===== src/rtl/tmds_word_aligner.sv =====
// tmds_word_aligner: finds the TMDS word boundary via control tokens, drives bitslip, flags lock and preamble
module tmds_word_aligner #(
  parameter int CTL_MATCH_COUNT = 8,
  parameter int SEARCH_WINDOW   = 1024,
  parameter int SETTLE_CYCLES   = 4,
  parameter int LOSS_LIMIT      = 4096,
  parameter int PRE_LEN         = 8
) (
  input  logic       clk_1x_in,
  input  logic       reset_in,
  input  logic [9:0] data_in,
  output logic       bitslip,
  output logic [9:0] data_out,
  output logic       data_pre,
  output logic       locked,
  output logic [3:0] slip_count
);
  localparam logic [9:0] CTL0 = 10'b1101010100;
  localparam logic [9:0] CTL1 = 10'b0010101011;
  localparam logic [9:0] CTL2 = 10'b0101010100;
  localparam logic [9:0] CTL3 = 10'b1010101011;
  typedef enum logic [1:0] {ST_SEARCH, ST_SLIP, ST_WAIT, ST_LOCKED} state_t;
  state_t      state_q, state_d;
  logic [7:0]  match_q, match_d;
  logic [15:0] win_q, win_d, gap_q, gap_d;
  logic [3:0]  wait_q, wait_d, run_q, run_d, slip_q, slip_d;
  logic [9:0]  dout_q;
  logic        bs_q, lock_q, pre_q, pre_d, is_tok;
  assign is_tok = (data_in == CTL0) || (data_in == CTL1) || (data_in == CTL2) || (data_in == CTL3);
  always_comb begin
    state_d = state_q;
    match_d = '0;
    win_d   = '0;
    gap_d   = '0;
    wait_d  = '0;
    slip_d  = slip_q;
    case (state_q)
      ST_SEARCH: begin
        match_d = is_tok ? match_q + 8'd1 : '0;
        win_d   = win_q + 16'd1;
        if (is_tok && match_q == 8'(CTL_MATCH_COUNT - 1)) state_d = ST_LOCKED;
        else if (win_q == 16'(SEARCH_WINDOW - 1)) begin
          state_d = ST_SLIP;
          slip_d  = (slip_q == 4'd9) ? 4'd0 : slip_q + 4'd1;
        end
      end
      ST_SLIP: state_d = ST_WAIT;
      ST_WAIT: begin
        wait_d  = wait_q + 4'd1;
        state_d = (wait_q == 4'(SETTLE_CYCLES - 1)) ? ST_SEARCH : ST_WAIT;
      end
      ST_LOCKED: begin
        gap_d   = is_tok ? '0 : gap_q + 16'd1;
        state_d = (!is_tok && gap_q == 16'(LOSS_LIMIT - 1)) ? ST_SEARCH : ST_LOCKED;
      end
    endcase
  end
  // Run length of a repeated token; the previous word is the registered data_out.
  always_comb begin
    run_d = !is_tok ? 4'd0 : (data_in != dout_q) ? 4'd1 : (run_q == 4'd15) ? 4'd15 : run_q + 4'd1;
    pre_d = (state_d == ST_LOCKED) && (run_d >= 4'(PRE_LEN)) && (data_in != CTL0);
  end
  always_ff @(posedge clk_1x_in) begin
    if (reset_in) begin
      state_q <= ST_SEARCH;
      match_q <= '0;
      win_q   <= '0;
      gap_q   <= '0;
      wait_q  <= '0;
      run_q   <= '0;
      slip_q  <= '0;
      dout_q  <= '0;
      bs_q    <= 1'b0;
      lock_q  <= 1'b0;
      pre_q   <= 1'b0;
    end else begin
      state_q <= state_d;
      match_q <= match_d;
      win_q   <= win_d;
      gap_q   <= gap_d;
      wait_q  <= (state_d == ST_WAIT) ? wait_d : 4'd0;
      run_q   <= run_d;
      slip_q  <= slip_d;
      dout_q  <= data_in;
      bs_q    <= state_d == ST_SLIP;
      lock_q  <= state_d == ST_LOCKED;
      pre_q   <= pre_d;
    end
  end
  assign bitslip    = bs_q;
  assign data_out   = dout_q;
  assign data_pre   = pre_q;
  assign locked     = lock_q;
  assign slip_count = slip_q;
endmodule


===== config.mk =====
export PLATFORM = sky130hd
export DESIGN_NAME = tmds_word_aligner
export DESIGN_NICKNAME = d
export VERILOG_FILES = /design/src/rtl/tmds_word_aligner.sv
export SDC_FILE = /design/constraint.sdc
export NUM_CORES = 1
export LEC_CHECK = 0
export ABC_CLOCK_PERIOD_IN_PS = 2620
export BUFFER_PORTS_ARGS = -buffer_cell sky130_fd_sc_hd__buf_2
export CORE_MARGIN = 1.5
export CORE_UTILIZATION = 58
export DETAILED_ROUTE_END_ITERATION = 7
export HOLD_SLACK_MARGIN = 0.06
export PLACE_DENSITY = 0.81
export SYNTH_ARGS = -nofsm -noshare
export SYNTH_HDL_FRONTEND = slang
export SYNTH_SLANG_ARGS = --single-unit

===== constraint.sdc =====
create_clock -name clk_1x_in -period 2.62 [get_ports clk_1x_in]
set_input_delay 0.131 -clock clk_1x_in [delete_from_list [all_inputs] [get_ports clk_1x_in]]
set_output_delay 0.131 -clock clk_1x_in [all_outputs]
set_load 0.02 [all_outputs]

==> impl_metrics.py <==
metrics = {
    "clock_tree": {
        "clock_sinks": 67,
        "htree_levels": 3,
        "post_cts_buffers": 0,
        "root_buffer": "clkbuf_8",
        "cts_tree": "done",
        "cts_buffers": 9,
        "clk_pin_slew_ns": 0.07,
        "cts_buffer_depth": 2,
        "insertion_delay_ns": 0.34,
    },
    "sta": {
        "finalCritPeriodShare_pct": 82.99,
        "hold_viol": 0,
        "finalMaxSlewViolations": 0,
        "fin_tns_setup_ns": 0,
        "tightest_slew_ns": 0.7209,
        "fmax_ghz": 0.4599,
        "rsz0062_at_grt": "no",
        "max_slew_margin_pct": 51.50,
        "period_minus_slack_ns": 2.174,
        "setup_violations": 0,
        "skew_ns": 0.005880,
    },
    "layout": {
        "n_fill_cell": 370,
        "utilization_pct": 68.59,
        "register_area_mm2": 0.001341,
        "drive_gt1_share_pct": 14.20,
        "area_delta_synth_final_pct": 15.13,
        "finalInstanceArea_mm2": 0.003218,
        "antenna_cells": 0,
        "multi_input_area_mm2": 0.001396,
        "nNetsFinal": 364,
    },
    "logic_synthesis": {
        "synthCells": 310,
        "synth_commonest_cells": "dfxtp_1, nor2_1, nand3_1, xnor2_1",
        "ys_ff_latch": 67,
        "yosys_warnings": 0,
        "postSynthAreaPerCell_um2": 9.017,
        "ys.flop_type": "dfxtp_1",
        "synth_top_area_share_pct": 47.99,
        "synth_top_cell_by_area": "dfxtp_1",
        "synthArstFlopShare_pct": 0,
        "synth.distinct_cells": 41,
        "yosysMostFrequentCell": "dfxtp_1",
        "synth_edf_count": 0,
        "synth.top_cells.by_area": "dfxtp_1, nor2_1, xnor2_1",
        "ys_seq_area_share_pct": 47.99,
        "synth_nets": 327,
        "syn_area_mm2": 0.002795,
    },
    "setup_path": {
        "crit_required_ns": 2.89,
        "cp-end-kind": "flop",
        "arrival_ns": 2.45,
        "r2r_cells": 6,
        "crit_start": "win_q[0]",
        "startpoint_type": "flop",
        "crit_type": "reg2reg",
        "critPathMaxFanout": 6,
        "reg2reg_from": "win_q[0]",
    },
    "die": {
        "core_area_mm2": 0.004692,
        "die_area_mm2": 0.005245,
        "die_h_um": 72.42,
        "start_util_pct": 59.57,
        "die_x_um": 72.42,
        "placementRows": 25,
        "io_pins": 29,
    },
    "drt": {
        "drc": 0,
        "wirelength_um": 5164,
        "ant_nets": 0,
        "first_pass_iters": 4,
        "drt_iter0_drc": 114,
        "wl_per_cell_um": 12.72,
        "route.vias.total": 2198,
        "via_per_inst": 5.414,
    },
    "global_routing": {
        "antenna_found_initial": 0,
        "grt_max_degree": 23,
        "gr-usage-all-layers_pct": 22.19,
        "grt_pass1_wl_um": 8907,
        "grt_overflow": 0,
        "grt_pass1_vias": 2073,
    },
    "worst_hold_path": {
        "hold_depth": 2,
        "hp-class": "in2reg",
        "min_from": "data_in[7]",
    },
    "placement": {
        "io_buffer_count": 28,
        "hpwl_um": 3652,
        "placed_area_mm2": 0.002972,
        "place.gp.congestion": 0.7915,
    },
    "run": {
        "max_cap_violations": 0,
    },
    "run_status": {
        "outcome": "finished clean",
    },
    "power_and_ir_drop": {
        "p_per_area_mw_per_mm2": 619.1,
        "p_leak_nw": 1.217,
        "ir_drop_uv": 444.6,
    },
}
per-stage QoR:
stage	instances	hold slack (ns)	setup WS [ns]	total power, W
floorplan	310	0.2592	0.6674	0.001106
global placement	386	0.3934	0.5562	0.001133
detailed placement	386	0.3997	0.4793	0.001136
CTS	406	0.06290	0.4625	0.002009
global route	406	0.06353	0.2631	0.002062
finish	406	0.06953	0.4457	0.001992
where the power goes:
group           total, W  internal (W)  switching [W]
clock network   0.000875      0.000519       0.000356
logic          0.0000782     0.0000353      0.0000429
registers        0.00104       0.00103     0.00000809
total            0.00199       0.00159       0.000407
area by class of cell:
cell class	instances	area share (%)
Sequential cell	67	41.68
Timing Repair Buffer	32	5.599
Tap cell	54	2.100
Clock inverter	1	0.9331
Inverter	7	0.8165
Multi-Input combinational cell	230	43.39
Clock buffer	15	5.482
registers in the layout, indices dropped and copies added (netlist names):
signal	cells
gap_q	16
match_q	8
wait_q	4
state_q	2
locked	1
bitslip	1
run_q	4
slip_count	4
win_q	16
data_pre	1
data_out	10
worst paths after layout:
path	to	slack, ns
worst max-delay path	slip_count[2]	0.45
worst min register to register	match_q[0]	0.45
worst max register to register	slip_count[2]	0.45
worst min-delay path	data_out[7]	0.07
routing by layer:
| layer | up-vias | wire length [um] | global-route usage, % |
|---|---|---|---|
| li1 | 1138 | - | - |
| met1 | 1019 | 2365 | 26.77 |
| met2 | 31 | 2483 | 36.01 |
| met3 | 10 | 209 | 7.778 |
| met4 | 0 | 105 | 9.434 |
| met5 | - | 0 | 0 |
cells in the final DEF, fill, tap and decap left out, types with 2 or more instances in the layout:
cell type	Yosys	routed
a21oi_1	8	8
a2bb2oi_1	2	2
and2_1	3	3
and3_1	6	6
buf_2	1	28
clkbuf_1	3	3
clkbuf_8	0	12
dfxtp_1	67	67
dlygate4sd3_1	0	4
ha_1	5	5
inv_1	7	7
nand2_1	20	20
nand3_1	22	22
nand4_1	11	11
nor2_1	56	56
nor2b_1	11	11
nor3_1	4	4
nor4_1	5	5
o21ai_0	8	8
or3_1	6	6
or4_1	3	3
xnor2_1	22	22
xor2_1	20	20
cells by family (layout without fill, tap and decap cells):
family / Yosys count / after routing / share of synthesized area (%)
AND/OR/NAND/NOR: 158 / 158 / 28.78
multiplexers: 1 / 1 / 0.4028
XOR/XNOR: 42 / 42 / 13.16
AO/OA/AOI/OAI: 24 / 24 / 5.372
flip-flops: 67 / 67 / 47.99
buffers and inverters: 13 / 55 / 2.059
adder cells (fa/ha/maj): 5 / 5 / 2.238
repair_timing:
item,CTS,global route
hold buffers,4,0
endpoints found under the setup margin,0,0
endpoints found under the hold margin,4,0
resized for setup,0,0
critical path, cell delays in order, from the launching register on:
cell and delay, ns:
dfxtp_1 0.35, ha_1 0.19, nand3_1 0.21, nor3b_4 0.36, nand4_1 0.24, or4_2 0.58
a21oi_1 0.16
(Power assumes the default switching activity.)
